$ cat config.mk
export PLATFORM = sky130hd
export DESIGN_NAME = spi_bus_arbiter_flat
export DESIGN_NICKNAME = d
export VERILOG_FILES = /design/src/rtl/spi_bus_arbiter_if.sv /design/src/rtl/spi_bus_arbiter.sv /design/src/flat_wrapper.sv
export SDC_FILE = /design/constraint.sdc
export NUM_CORES = 1
export LEC_CHECK = 0
export CORE_MARGIN = 4
export CORE_UTILIZATION = 29
export DETAILED_ROUTE_END_ITERATION = 8
export GPL_TIMING_DRIVEN = 0
export RECOVER_POWER = 100
export SETUP_SLACK_MARGIN = 0.02
export SYNTH_ARGS = -nofsm -noshare
export SYNTH_HDL_FRONTEND = slang
export SYNTH_SLANG_ARGS = --single-unit
export TNS_END_PERCENT = 5
$ cat constraint.sdc
create_clock -name clk -period 2.6 [get_ports clk]
set_clock_uncertainty 0.2 [all_clocks]
set_input_delay 0.39 -clock clk [delete_from_list [all_inputs] [get_ports clk]]
set_output_delay 0.39 -clock clk [all_outputs]
set_load 0.01 [all_outputs]
$ cat src/rtl/spi_bus_arbiter_if.sv
// Bundle of requester-side and spi_master-side signals around the SPI bus arbiter.
// The arbiter takes the slave view; requesters plus the spi_master take the master view.
interface spi_bus_arbiter_if #(
  parameter int N_REQ = 2
);
  logic [N_REQ-1:0]   req_valid;
  logic [N_REQ-1:0]   req_last;
  logic [8*N_REQ-1:0] req_data;
  logic [N_REQ-1:0]   req_ready;
  logic [7:0]         rsp_data;
  logic [N_REQ-1:0]   rsp_valid;
  logic [7:0]         m_tx_data;
  logic               m_tx_valid;
  logic               m_tx_done;
  logic [7:0]         m_rx_data;
  logic               m_rx_valid;
  logic [N_REQ-1:0]   cs_n;
  logic               busy;
  logic               timeout;

  modport slave (
    input  req_valid, req_last, req_data, m_tx_done, m_rx_data, m_rx_valid,
    output req_ready, rsp_data, rsp_valid, m_tx_data, m_tx_valid, cs_n, busy, timeout
  );

  modport master (
    output req_valid, req_last, req_data, m_tx_done, m_rx_data, m_rx_valid,
    input  req_ready, rsp_data, rsp_valid, m_tx_data, m_tx_valid, cs_n, busy, timeout
  );
endinterface

$ cat src/rtl/spi_bus_arbiter.sv
// Round-robin arbiter sharing one spi_master between N_REQ requesters, one chip select each.
// A grant covers a whole burst; cs_n stays low from setup through hold.
module spi_bus_arbiter #(
  parameter int N_REQ        = 2,
  parameter int CS_SETUP     = 2,
  parameter int CS_HOLD      = 2,
  parameter int IDLE_TIMEOUT = 255
) (
  input  logic              clk,
  input  logic              rstn,
  spi_bus_arbiter_if.slave  bus
);

  localparam int GW = (N_REQ > 1) ? $clog2(N_REQ) : 1;

  typedef enum logic [2:0] {
    ST_IDLE, ST_SETUP, ST_ISSUE, ST_XFER, ST_WAITNEXT, ST_HOLD
  } state_t;

  state_t           state_reg, state_next;
  logic [15:0]      cnt_reg, cnt_next;
  logic [GW-1:0]    grant_reg, grant_next;
  logic [GW-1:0]    ptr_reg, ptr_next;
  logic             last_reg, last_next;
  logic [N_REQ-1:0] cs_n_reg, cs_n_next;
  logic [7:0]       rsp_data_reg, rsp_data_next;
  logic [N_REQ-1:0] rsp_valid_reg, rsp_valid_next;

  logic [7:0]         req_byte [N_REQ];
  logic [2*N_REQ-1:0] req_dbl;
  logic [N_REQ-1:0]   req_rot;
  logic [GW-1:0]      pick_off;
  logic [GW:0]        pick_sum;
  logic [GW-1:0]      pick_idx;
  logic [N_REQ-1:0]   pick_oh;
  logic [N_REQ-1:0]   grant_oh;
  logic               grant_valid;

  genvar gi;
  generate
    for (gi = 0; gi < N_REQ; gi++) begin : g_unpack
      assign req_byte[gi] = bus.req_data[8*gi +: 8];
    end
  endgenerate

  // Rotate requests so bit 0 is the pointer position; lowest set bit wins.
  assign req_dbl = {bus.req_valid, bus.req_valid};
  assign req_rot = req_dbl[ptr_reg +: N_REQ];

  always_comb begin
    pick_off = '0;
    for (int k = N_REQ - 1; k >= 0; k--) begin
      if (req_rot[k]) pick_off = GW'(k);
    end
  end

  assign pick_sum    = {1'b0, ptr_reg} + {1'b0, pick_off};
  assign pick_idx    = (pick_sum >= (GW+1)'(N_REQ)) ? GW'(pick_sum - (GW+1)'(N_REQ))
                                                    : pick_sum[GW-1:0];
  assign pick_oh     = {{(N_REQ-1){1'b0}}, 1'b1} << pick_idx;
  assign grant_oh    = {{(N_REQ-1){1'b0}}, 1'b1} << grant_reg;
  assign grant_valid = bus.req_valid[grant_reg];

  always_ff @(posedge clk or negedge rstn) begin
    if (!rstn) begin
      state_reg     <= ST_IDLE;
      cnt_reg       <= '0;
      grant_reg     <= '0;
      ptr_reg       <= '0;
      last_reg      <= 1'b0;
      cs_n_reg      <= '1;
      rsp_data_reg  <= '0;
      rsp_valid_reg <= '0;
    end else begin
      state_reg     <= state_next;
      cnt_reg       <= cnt_next;
      grant_reg     <= grant_next;
      ptr_reg       <= ptr_next;
      last_reg      <= last_next;
      cs_n_reg      <= cs_n_next;
      rsp_data_reg  <= rsp_data_next;
      rsp_valid_reg <= rsp_valid_next;
    end
  end

  always_comb begin
    state_next     = state_reg;
    cnt_next       = cnt_reg;
    grant_next     = grant_reg;
    ptr_next       = ptr_reg;
    last_next      = last_reg;
    cs_n_next      = cs_n_reg;
    rsp_data_next  = rsp_data_reg;
    rsp_valid_next = '0;

    // Receive path runs independently of the tx_done decision in the same cycle.
    if (state_reg == ST_XFER && bus.m_rx_valid) begin
      rsp_data_next  = bus.m_rx_data;
      rsp_valid_next = grant_oh;
    end

    case (state_reg)
      ST_IDLE: begin
        if (|bus.req_valid) begin
          grant_next = pick_idx;
          cs_n_next  = ~pick_oh;
          cnt_next   = '0;
          state_next = ST_SETUP;
        end
      end
      ST_SETUP: begin
        if (cnt_reg == 16'(CS_SETUP - 1)) begin
          cnt_next   = '0;
          state_next = ST_ISSUE;
        end else begin
          cnt_next = cnt_reg + 16'd1;
        end
      end
      ST_ISSUE: begin
        last_next  = bus.req_last[grant_reg];
        state_next = ST_XFER;
      end
      ST_XFER: begin
        if (bus.m_tx_done) begin
          cnt_next = '0;
          if (last_reg)         state_next = ST_HOLD;
          else if (grant_valid) state_next = ST_ISSUE;
          else                  state_next = ST_WAITNEXT;
        end
      end
      ST_WAITNEXT: begin
        if (grant_valid) begin
          cnt_next   = '0;
          state_next = ST_ISSUE;
        end else if (cnt_reg == 16'(IDLE_TIMEOUT - 1)) begin
          cnt_next   = '0;
          state_next = ST_HOLD;
        end else begin
          cnt_next = cnt_reg + 16'd1;
        end
      end
      ST_HOLD: begin
        if (cnt_reg == 16'(CS_HOLD - 1)) begin
          cnt_next   = '0;
          cs_n_next  = '1;
          ptr_next   = (grant_reg == GW'(N_REQ - 1)) ? '0 : grant_reg + 1'b1;
          state_next = ST_IDLE;
        end else begin
          cnt_next = cnt_reg + 16'd1;
        end
      end
      default: state_next = ST_IDLE;
    endcase
  end

  always_comb begin
    bus.m_tx_valid = 1'b0;
    bus.m_tx_data  = '0;
    bus.req_ready  = '0;
    bus.timeout    = 1'b0;
    bus.busy       = (state_reg != ST_IDLE);
    if (state_reg == ST_ISSUE) begin
      bus.m_tx_valid = 1'b1;
      bus.m_tx_data  = req_byte[grant_reg];
      bus.req_ready  = grant_oh;
    end
    if (state_reg == ST_WAITNEXT && !grant_valid && cnt_reg == 16'(IDLE_TIMEOUT - 1))
      bus.timeout = 1'b1;
  end

  assign bus.cs_n      = cs_n_reg;
  assign bus.rsp_data  = rsp_data_reg;
  assign bus.rsp_valid = rsp_valid_reg;

endmodule

$ cat src/flat_wrapper.sv
// flat-port wrapper written by rule: the top's interface ports become plain ports
module spi_bus_arbiter_flat 
#(
  parameter int N_REQ        = 2,
  parameter int CS_SETUP     = 2,
  parameter int CS_HOLD      = 2,
  parameter int IDLE_TIMEOUT = 255
)
  (clk, rstn, bus_req_valid, bus_req_last, bus_req_data, bus_m_tx_done, bus_m_rx_data, bus_m_rx_valid, bus_req_ready, bus_rsp_data, bus_rsp_valid, bus_m_tx_data, bus_m_tx_valid, bus_cs_n, bus_busy, bus_timeout);
  spi_bus_arbiter_if #(.N_REQ(N_REQ)) bus_i ();
  input  logic clk;
  input  logic rstn;
  input wire logic [$bits(bus_i.req_valid)-1:0] bus_req_valid;
  input wire logic [$bits(bus_i.req_last)-1:0] bus_req_last;
  input wire logic [$bits(bus_i.req_data)-1:0] bus_req_data;
  input wire logic [$bits(bus_i.m_tx_done)-1:0] bus_m_tx_done;
  input wire logic [$bits(bus_i.m_rx_data)-1:0] bus_m_rx_data;
  input wire logic [$bits(bus_i.m_rx_valid)-1:0] bus_m_rx_valid;
  output wire logic [$bits(bus_i.req_ready)-1:0] bus_req_ready;
  output wire logic [$bits(bus_i.rsp_data)-1:0] bus_rsp_data;
  output wire logic [$bits(bus_i.rsp_valid)-1:0] bus_rsp_valid;
  output wire logic [$bits(bus_i.m_tx_data)-1:0] bus_m_tx_data;
  output wire logic [$bits(bus_i.m_tx_valid)-1:0] bus_m_tx_valid;
  output wire logic [$bits(bus_i.cs_n)-1:0] bus_cs_n;
  output wire logic [$bits(bus_i.busy)-1:0] bus_busy;
  output wire logic [$bits(bus_i.timeout)-1:0] bus_timeout;
  assign bus_i.req_valid = bus_req_valid;
  assign bus_i.req_last = bus_req_last;
  assign bus_i.req_data = bus_req_data;
  assign bus_i.m_tx_done = bus_m_tx_done;
  assign bus_i.m_rx_data = bus_m_rx_data;
  assign bus_i.m_rx_valid = bus_m_rx_valid;
  assign bus_req_ready = bus_i.req_ready;
  assign bus_rsp_data = bus_i.rsp_data;
  assign bus_rsp_valid = bus_i.rsp_valid;
  assign bus_m_tx_data = bus_i.m_tx_data;
  assign bus_m_tx_valid = bus_i.m_tx_valid;
  assign bus_cs_n = bus_i.cs_n;
  assign bus_busy = bus_i.busy;
  assign bus_timeout = bus_i.timeout;
  spi_bus_arbiter #(.N_REQ(N_REQ), .CS_SETUP(CS_SETUP), .CS_HOLD(CS_HOLD), .IDLE_TIMEOUT(IDLE_TIMEOUT)) u_core (.clk(clk), .rstn(rstn), .bus(bus_i));
endmodule
==> results.toml, run 1 <==
[floorplanning]
ioPinCount = 57
start_util = 0.3013
dieHeight_microns = 89.46
core-area_sq_um = 6386
die_w_microns = 89.46
row_count = 29
dieArea_sq_um = 8003

[yosys]
synthArstFlopShare = 1.000
syn_nets = 244
synth-seq-cells = 34
synth_top_flop_cell = "dfrtp_1"
synth.distinct_cells = 37
synth_area_leader_cell = "dfrtp_1"
yosys_warnings = 0
synthTopCellsByArea = "dfrtp_1, mux2i_1, mux2_2"
netlist_area_sq_um = 1924
netlist_instances = 209
synth_edf_count = 0
ys_seq_area_frac = 0.4434
synth.top_cell.area_share = 0.4161
syn_avg_cell_area_sq_um = 9.207

[critical_path]
crit_path_max_incr_delay_ns = 0.58
worstReg2RegStart = "u_core.cnt_reg[11]"
r2r-end = "u_core.cnt_reg[8]"
worst_ep_required_time_ns = 2.01
critPathCapture = "bus_timeout"
crit_fanout = 3
cp_cell_sequence = "or4_4 > or4_4 > nor2_2 > buf_2"
r2r_cells = 7
startpoint = "u_core.cnt_reg[11]"
cp_slowest_cell = "or4_4"
end_kind = "output port"
setup.worst_path.start_class = "register"
cp.arrival_ns = 2.05
crit_top_cell = "or4_4"
crit_type = "register to output port"
reg2reg_slack_ns = -0.01

[global_route]
gr-total-overflow = 0
gr-max-usage-layer = "met2"
grt_use_met1 = 0.1636
grt_max_degree = 35
grt_pass1_vias = 1625
grt_util_met3 = 0.02949
gr-usage-all-layers = 0.1219
met2_usage = 0.1936
grt_first_pass_wirelength_mm = 7.596
grt_antenna_before_repair = 0

[power_and_ir_drop]
powerDensity_nw_per_um2 = 913.8
irDropWorstVdd_mv = 0.5983
leakage_nw = 1.181

[final_layout]
final_cell_area_sq_um = 2748
largest_register_ffs = 16
fillers = 623
area_delta_synth_final_pct = 42.78
final_common_cell = "clkdlybuf4s50_1"
final_cell_mix = "clkdlybuf4s50_1, dfrtp_1, nor2_1, o21ai_0, dlygate4sd3_1"
utilization = 0.4303
num_antenna_cells = 0
nets = 313
stdcell_count = 356
layout-drive-gt1-share = 0.1756

[sta]
worst_slack_ns = -0.03847
fin_crit_ns = 2.638
max_slew_margin = 0.4380
min_period_over_period = 1.015
final.setup.tns_ns = -0.04406
max_freq_mhz = 379.0
slew_violations = 0
hold_ws_ns = 0.2844
tightest_slew_ns = 0.8429
hold_violations = 0
finalSetupViolCount = 2
rsz0062_at_grt = "true"

[place]
dp_hpwl_mm = 3.605
dpl_cell_area_sq_um = 2582
gp_congestion = 0.7930
io_buffers = 56
place_inst = 342

[clocking]
clockRootBuffer = "clkbuf_8"
h-tree-depth = 2
clk_latency_ns = 0.29
cts-root-to-sink-buffers = 2
cts_tree = "built"
cts_made_buffers = 5
path_clk_slew_ns = 0.08
cts_sinks = 34

[detailed_routing]
avgRoutedWirePerCell_microns = 14.04
via_per_inst = 5.048
drt_iter0_markers = 77
antenna_left = 0
vias = 1797
dr.pass1.iters = 4
drc = 0
wirelength_mm = 4.997

[outcome]
violations = "setup timing"
status = "finished, violations left"

[run]
drv_cap = 0

[worst_hold_path]
holdCritPathClass = "register to register"
[repair_timing]
action | CTS | global route
pin swaps | 2 | 5
hold buffers | 1 | 0
buffers inserted | 7 | 0
hold endpoints to repair | 11 | 0
endpoints found under the setup margin | 28 | 26
cloned | 1 | 0
gates resized for setup | 19 | 17
[worst max-delay path, delay by kind of cell (launching register included)]
family / cells / cell delay, ns
AND/OR/NAND/NOR: 3 / 1.23
flip-flops: 1 / 0.39
buffers and inverters: 1 / 0.13
[cell usage after synthesis, drive strengths merged (3+ instances only)]
cell type  instances
nand2b             3
dfrtp             32
mux2               9
o21ai             17
a21oi             10
a31oi             11
nand2             12
or4                4
a22o               4
nor2              26
nor3               6
or3                3
mux2i             11
nor2b              3
buf                4
ha                 3
clkbuf             6
inv               10
and3               3
nand3             12
[metal layers]
metal / routed length (microns) / vias to the layer above
met5: 0 / -
met4: 77 / 0
met3: 223 / 7
met1: 2212 / 846
li1: - / 895
met2: 2483 / 49
[power by group]
group / internal [mW] / switching [mW]
sequential: 0.679 / 0.130
combinational: 0.640 / 0.647
clock: 0.213 / 0.201
[area by class of cell]
cell class | instances | area, sq um | share of cell area
Multi-Input combinational cell | 155 | 1017 | 0.3702
Buffer | 7 | 61.31 | 0.02231
Tap cell | 77 | 96.34 | 0.03506
Clock inverter | 2 | 12.51 | 0.004554
Sequential cell | 34 | 857.1 | 0.3119
Inverter | 10 | 37.54 | 0.01366
Timing Repair Buffer | 65 | 583.1 | 0.2122
Clock buffer | 6 | 82.58 | 0.03005
[kinds of logic (layout without fill, tap and decap cells)]
| logic type | after synthesis | count (layout) | synth area share |
|---|---|---|---|
| adder cells (fa/ha/maj) | 3 | 3 | 0.01951 |
| buffers and inverters | 20 | 90 | 0.05136 |
| flip-flops | 34 | 34 | 0.4434 |
| AO/OA/AOI/OAI | 53 | 53 | 0.1717 |
| multiplexers | 20 | 20 | 0.1099 |
| XOR/XNOR | 2 | 2 | 0.009104 |
| AND/OR/NAND/NOR | 77 | 77 | 0.1951 |
[worst min path at each step]
stage                       startpoint                      to  slack, ns  cells after the start
floorplan                         rstn  u_core.bus.rsp_data[0]      -0.11                      0
global placement    u_core.cnt_reg[15]      u_core.cnt_reg[15]       0.26                      1
detailed placement  u_core.cnt_reg[15]      u_core.cnt_reg[15]       0.27                      1
CTS                 u_core.cnt_reg[15]      u_core.cnt_reg[15]       0.29                      1
global route        u_core.cnt_reg[15]      u_core.cnt_reg[15]       0.30                      1
finish              u_core.cnt_reg[15]      u_core.cnt_reg[15]       0.28                      1
[metrics by stage]
step                power, mW  setup slack (ns)
floorplan               1.563           0.02109
global placement        2.040           -0.2513
detailed placement      2.048           -0.2678
CTS                     2.568          -0.04913
global route            2.700          -0.09563
finish                  2.511          -0.03847
Power figures use the tool's default switching activity.
==> inputs of run 2 (changes only) <==
--- a/config.mk
+++ b/config.mk
@@ -5,12 +5,14 @@
 export SDC_FILE = /design/constraint.sdc
 export NUM_CORES = 1
 export LEC_CHECK = 0
+export ABC_AREA = 1
 export CORE_MARGIN = 4
 export CORE_UTILIZATION = 29
 export DETAILED_ROUTE_END_ITERATION = 8
 export GPL_TIMING_DRIVEN = 0
 export RECOVER_POWER = 100
 export SETUP_SLACK_MARGIN = 0.02
+export SKIP_LAST_GASP = 1
 export SYNTH_ARGS = -nofsm -noshare
 export SYNTH_HDL_FRONTEND = slang
 export SYNTH_SLANG_ARGS = --single-unit
==> run 2 against run 1 <==
Sequential share of layout area decreased by 1.5 points; the flow finishes with violations (capacitance limit, slew limit); via count increased by 9.2%; hold slack got worse by 0.019 ns; critical endpoint is now bus_m_tx_data[7]; sequential power decreased by 1%; clock power increased by 46%; cell count increased by 24%; first-iteration DRC count decreased by 16%.
==> results.toml, run 2 <==
[yosys]
netlist_area_sq_um = 2098
synth.most_common_cell = "nand2_1"
yosys_warnings = 0
synth-seq-cells = 34
synth.distinct_cells = 26
syn_avg_cell_area_sq_um = 7.414
synth_top_flop_cell = "dfrtp_1"
synthTopCellsByArea = "dfrtp_1, nand2_1, nor2_1"
synth_edf_count = 0
synth.top_cell.area_share = 0.3816
netlist_instances = 283
syn_nets = 318
yosys-top-cells-count = "nand2_1, nor2_1, dfrtp_1, inv_1, nand3_1"
ys_seq_area_frac = 0.4067
synthArstFlopShare = 1.000
synth_area_leader_cell = "dfrtp_1"

[clocking]
h-tree-depth = 2
ctsHoldBuffers = 0
cts_made_buffers = 5
cts_tree = "built"
cts_sinks = 34
path_clk_slew_ns = 0.08
cts_setup_buffers = 0
clk_latency_ns = 0.29
clockRootBuffer = "clkbuf_8"
cts-root-to-sink-buffers = 2

[sta]
hold_violations = 0
max_freq_mhz = 388.0
finalSetupViolCount = 0
max_slew_margin = -0.1923
rsz0062_at_grt = "true"
fin_crit_ns = 2.577
slew_violations = 35
tightest_slew_ns = 1.789
min_period_over_period = 0.9912
hold_ws_ns = 0.2651

[floorplanning]
dieHeight_microns = 93.06
row_count = 30
ioPinCount = 57
die_w_microns = 93.06
dieArea_sq_um = 8660
core-area_sq_um = 6907
start_util = 0.3038

[critical_path]
r2r_cells = 9
cp_slowest_cell = "clkdlybuf4s50_1"
r2r-end = "u_core.cnt_reg[7]"
crit_type = "register to output port"
setup.worst_path.start_class = "register"
crit_family = "buffers and inverters"
end_kind = "output port"
crit_top_cell = "inv_4"
crit_fanout = 10
crit_path_max_incr_delay_ns = 0.54
worst_ep_required_time_ns = 2.01
cp_num_buf_inv = 4
cp_cell_sequence = "inv_4 > nand3_1 > inv_2 > nand2_1 > inv_4 > a22o_1 > clkdlybuf4s50_1"
cp.arrival_ns = 1.99
worstReg2RegStart = "u_core.cnt_reg[1]"
reg2reg_slack_ns = 0.39

[place]
io_buffers = 56
place_inst = 435
dp_hpwl_mm = 3.953
gp_congestion = 0.7995
dpl_cell_area_sq_um = 2774

[worst_hold_path]
holdCritPathClass = "register to register"
hp-start = "u_core.bus.cs_n[0]"
min_path_cells = 2
hold_end = "u_core.bus.cs_n[0]"

[final_layout]
utilization = 0.4168
layout-drive-gt1-share = 0.1182
final_cell_area_sq_um = 2879
final_common_cell = "nand2_1"
largest_register_ffs = 16
final_cell_mix = "nand2_1, clkdlybuf4s50_1, nor2_1, dfrtp_1, inv_1"
num_antenna_cells = 0
area_delta_synth_final_pct = 37.21
nets = 381
fillers = 733
regArea_sq_um = 854.6
multi_input_area_sq_um = 1077
stdcell_count = 443

[detailed_routing]
antenna_left = 0
wl_met3_microns = 505
wirelength_mm = 5.111
avgRoutedWirePerCell_microns = 11.54
wl_met1_mm = 2.367
vias = 1963
drc = 0
top_layer = "met4"
dr.pass1.iters = 4
via_per_inst = 4.431
drt_iter0_markers = 65
dr_wl_met2_mm = 2.195

[power_and_ir_drop]
finalPower_mw = 2.551
powerDensity_nw_per_um2 = 886.1
irDropWorstVdd_mv = 0.4184
leakage_nw = 1.379

[global_route]
gr-usage-all-layers = 0.1262
grt_antenna_before_repair = 0
grt_first_pass_wirelength_mm = 8.935
grt_pass1_vias = 1959
gr-total-overflow = 0
grt_max_degree = 35

[outcome]
status = "finished, violations left"
violations = "capacitance limit, slew limit"

[run]
drv_cap = 1
[run 2: changes by cell type after synthesis, moves of 6 or more]
cell / delta
a21oi_1: -6
a31oi_1: -11
clkbuf_1: -6
inv_1: +16
inv_2: +9
mux2i_1: -11
nand2_1: +81
nand2_2: +7
nand3_1: +10
nor2_1: +8
o21ai_0: -10
[run 2: metrics by stage]
stage          worst slack, ns   TNS, ns
6_report               0.02281         0
5_1_grt                -0.1360   -0.7985
4_1_cts              -0.004429  -0.01679
3_5_place_dp           0.08670         0
3_3_place_gp           0.08530         0
2_1_floorplan           0.8238         0
[run 2: area by class of cell]
type                       instances  share of cell area
buffer                             1            0.001304
clock buffer                       5             0.02390
clock inverter                     3             0.02390
inverter                          35             0.04824
multi-input combinational        213              0.3742
sequential                        34              0.2968
tap                               96             0.04172
timing repair buffer              56              0.1899
[run 2: worst max-delay path by stage]
| stage | from | to | slack [ns] | depth (start not counted) |
|---|---|---|---|---|
| finish | u_core.state_reg[2] | bus_m_tx_data[7] | 0.02 | 7 |
| global route | u_core.state_reg[2] | bus_m_tx_data[6] | -0.14 | 7 |
| CTS | u_core.state_reg[2] | bus_m_tx_data[1] | -0.004 | 7 |
| detailed placement | bus_req_valid[1] | bus_timeout | 0.09 | 7 |
| global placement | bus_req_valid[1] | bus_timeout | 0.09 | 7 |
| floorplan | u_core.state_reg[2] | bus_m_tx_data[0] | 0.82 | 6 |
[run 2: repair_timing]
item | in CTS | in global routing
endpoints found under the setup margin | 10 | 9
resized for setup | 5 | 1
gates cloned | 0 | 0
[run 2: worst reg2reg max path, stage by stage, from the launching register on]
cell and delay, ns:
dfrtp_1 0.44, inv_1 0.10, ha_1 0.14, nand2_1 0.06
nor2_1 0.12, nand2_1 0.12, nand2_1 0.17, nand2_1 0.27
nor2_1 0.40, nor2_1 0.09
[run 2: cells by family (layout without fill, tap and decap cells)]
family	Yosys count	in the layout	synth area share
adders and majority gates	3	3	0.01789
and+or+nand+nor	175	175	0.3709
DFF	34	34	0.4067
buffers and inverters	36	100	0.06798
AOI/OAI and AO/OA	24	24	0.08110
xor gates and xnor gates	3	3	0.01252
muxes	8	8	0.04294
[run 2: report_power, final]
part	switching [mW]	internal (mW)	leakage (nW)
registers	0.118	0.683	0.440
logic	0.640	0.507	0.871
clock network	0.220	0.384	0.0683
total	0.977	1.57	1.38
[run 2: metal layers]
metal / global-route usage / up-vias
met5: 0 / -
met4: 0.02198 / 0
met3: 0.05471 / 4
met2: 0.2034 / 59
met1: 0.1588 / 871
li1: - / 1029
==> inputs of run 3 (changes only) <==
--- a/config.mk
+++ b/config.mk
@@ -10,7 +10,7 @@
 export CORE_UTILIZATION = 29
 export DETAILED_ROUTE_END_ITERATION = 8
 export GPL_TIMING_DRIVEN = 0
-export RECOVER_POWER = 100
+export RECOVER_POWER = 50
 export SETUP_SLACK_MARGIN = 0.02
 export SKIP_LAST_GASP = 1
 export SYNTH_ARGS = -nofsm -noshare
==> run 3 against run 2 <==
The flow still finishes with violations (capacitance limit, slew limit); clock power hardly changed; cell count unchanged; register-to-register slack gained 0.25 ns; routed wire length grew 0.14%; die area stayed put; cell area up 1.1%; combinational power is 6% higher; critical path type unchanged.
==> results.toml, run 3 (synthesis results as in run 2) <==
[final_layout]
final_cell_area_sq_um = 2910
largest_register_ffs = 16
nets = 381
multi_input_area_sq_um = 1100
final_common_cell = "nand2_1"
regArea_sq_um = 854.6
final_cell_mix = "nand2_1, clkdlybuf4s50_1, nor2_1, dfrtp_1, inv_1"
area_delta_synth_final_pct = 38.70
fillers = 730
layout-drive-gt1-share = 0.1268
num_antenna_cells = 0

[critical_path]
crit_type = "register to output port"
cp_num_buf_inv = 4
cp.arrival_ns = 1.99
cp_slowest_cell = "clkdlybuf4s50_1"
crit_top_cell = "inv_4"
end_kind = "output port"
crit_family = "buffers and inverters"
cp_cell_sequence = "inv_4 > nand3_1 > inv_2 > nand2_1 > inv_4 > a22o_1 > clkdlybuf4s50_1"
r2r-end = "u_core.cnt_reg[5]"
worst_ep_required_time_ns = 2.01
crit_path_max_incr_delay_ns = 0.54
crit_fanout = 10
r2r_cells = 9
worstReg2RegStart = "u_core.state_reg[0]"
setup.worst_path.start_class = "register"
worst-path-stages = 7
reg2reg_slack_ns = 0.64

[power_and_ir_drop]
leakage_nw = 1.390
irDropWorstVdd_mv = 0.4319
powerDensity_nw_per_um2 = 904.7
finalPower_mw = 2.633

[place]
io_buffers = 56
preCtsSetupSlack_ns = 0.08670
gp_congestion = 0.7995
dpl_cell_area_sq_um = 2774
dp_hpwl_mm = 3.953

[floorplanning]
ioPinCount = 57
core-area_sq_um = 6907
dieArea_sq_um = 8660
dieHeight_microns = 93.06
die_w_microns = 93.06
start_util = 0.3038
row_count = 30

[sta]
hold_violations = 0
finalSetupViolCount = 0
max_slew_margin = -0.1964
hold_ws_ns = 0.2670
tightest_slew_ns = 1.795
rsz0062_at_grt = "true"
fin_crit_ns = 2.581
max_freq_mhz = 387.5
worst_slack_ns = 0.01940
min_period_over_period = 0.9925
slew_violations = 35

[global_route]
grt_use_met1 = 0.1588
gr-usage-all-layers = 0.1262
grt_max_degree = 35
gr-max-usage-layer = "met2"
gr-total-overflow = 0
met2_usage = 0.2034
grt_antenna_before_repair = 0
grt_util_met3 = 0.05471
grt_first_pass_wirelength_mm = 8.935
grt_pass1_vias = 1959

[worst_hold_path]
hp-start = "u_core.bus.cs_n[0]"
holdCritPathClass = "register to register"
min_path_cells = 2
hold_end = "u_core.bus.cs_n[0]"

[detailed_routing]
wirelength_mm = 5.118
avgRoutedWirePerCell_microns = 11.55
vias = 1967
drc = 0
drt_iter0_markers = 70
antenna_left = 0
via_per_inst = 4.440
dr.pass1.iters = 4

[clocking]
cts-root-to-sink-buffers = 2
clockRootBuffer = "clkbuf_8"
clk_latency_ns = 0.29
cts_tree = "built"
cts_sinks = 34
ctsHoldBuffers = 0
h-tree-depth = 2
cts_made_buffers = 5
path_clk_slew_ns = 0.08

[outcome]
violations = "capacitance limit, slew limit"
status = "finished, violations left"

[run]
drv_cap = 1
## run 3: changes by cell type in the layout (fill, tap and decap cells not counted), sizes merged
cell and change:
clkdlybuf4s50 +13, clkbuf -1, dlygate4sd3 -13, dlymetal6s2s +1
## run 3: cell type report
type                    count  area share
repair buffers             56      0.1909
well taps                  96     0.04127
inverters                  35     0.04772
multi-input cells         213      0.3779
flip-flops and latches     34      0.2936
plain buffers               1    0.001290
clock inverters             3     0.02365
clock buffers               5     0.02365
## run 3: what timing repair did
action                     4_1_cts  5_1_grt
setup endpoints to repair       10        9
resized for setup                5        1
buffers inserted                 0        0
## run 3: worst min-delay path, stage by stage (launching register included)
cell and delay [ns]:
dfstp_2 0.37, inv_1 0.04, a21oi_1 0.06
## run 3: through the flow
step / setup TNS (ns) / util / std cells
floorplan: 0 / - / 283
global placement: 0 / 0.4024 / 435
detailed placement: 0 / 0.4016 / 435
CTS: -0.01679 / 0.4226 / 443
global route: -0.7985 / 0.4214 / 443
finish: 0 / 0.4214 / 443
## run 3: worst max-delay path by stage
stage                              startpoint          endpoint  slack (ns)
after floorplan           u_core.state_reg[2]  bus_m_tx_data[0]        0.82
after global placement       bus_req_valid[1]       bus_timeout        0.09
after detailed placement     bus_req_valid[1]       bus_timeout        0.09
after CTS                 u_core.state_reg[2]  bus_m_tx_data[1]      -0.004
after global routing      u_core.state_reg[2]  bus_m_tx_data[6]       -0.14
final                     u_core.state_reg[2]  bus_m_tx_data[7]        0.02
## run 3: metal layers
metal  up-vias  share of wire  routed length (microns)
li1       1029              -                        -
met4         0         0.0045                       23
met5         -              0                        0
met2        65           0.43                     2206
met1       871           0.46                     2340
met3         2           0.11                      548
## run 3: report_power, final
part           internal [mW]  switching (mW)  total [mW]  leakage, nW
sequential             0.683           0.122       0.805        0.440
combinational          0.564           0.659        1.22        0.881
clock                  0.384           0.221       0.605       0.0683
total                   1.63            1.00        2.63         1.39
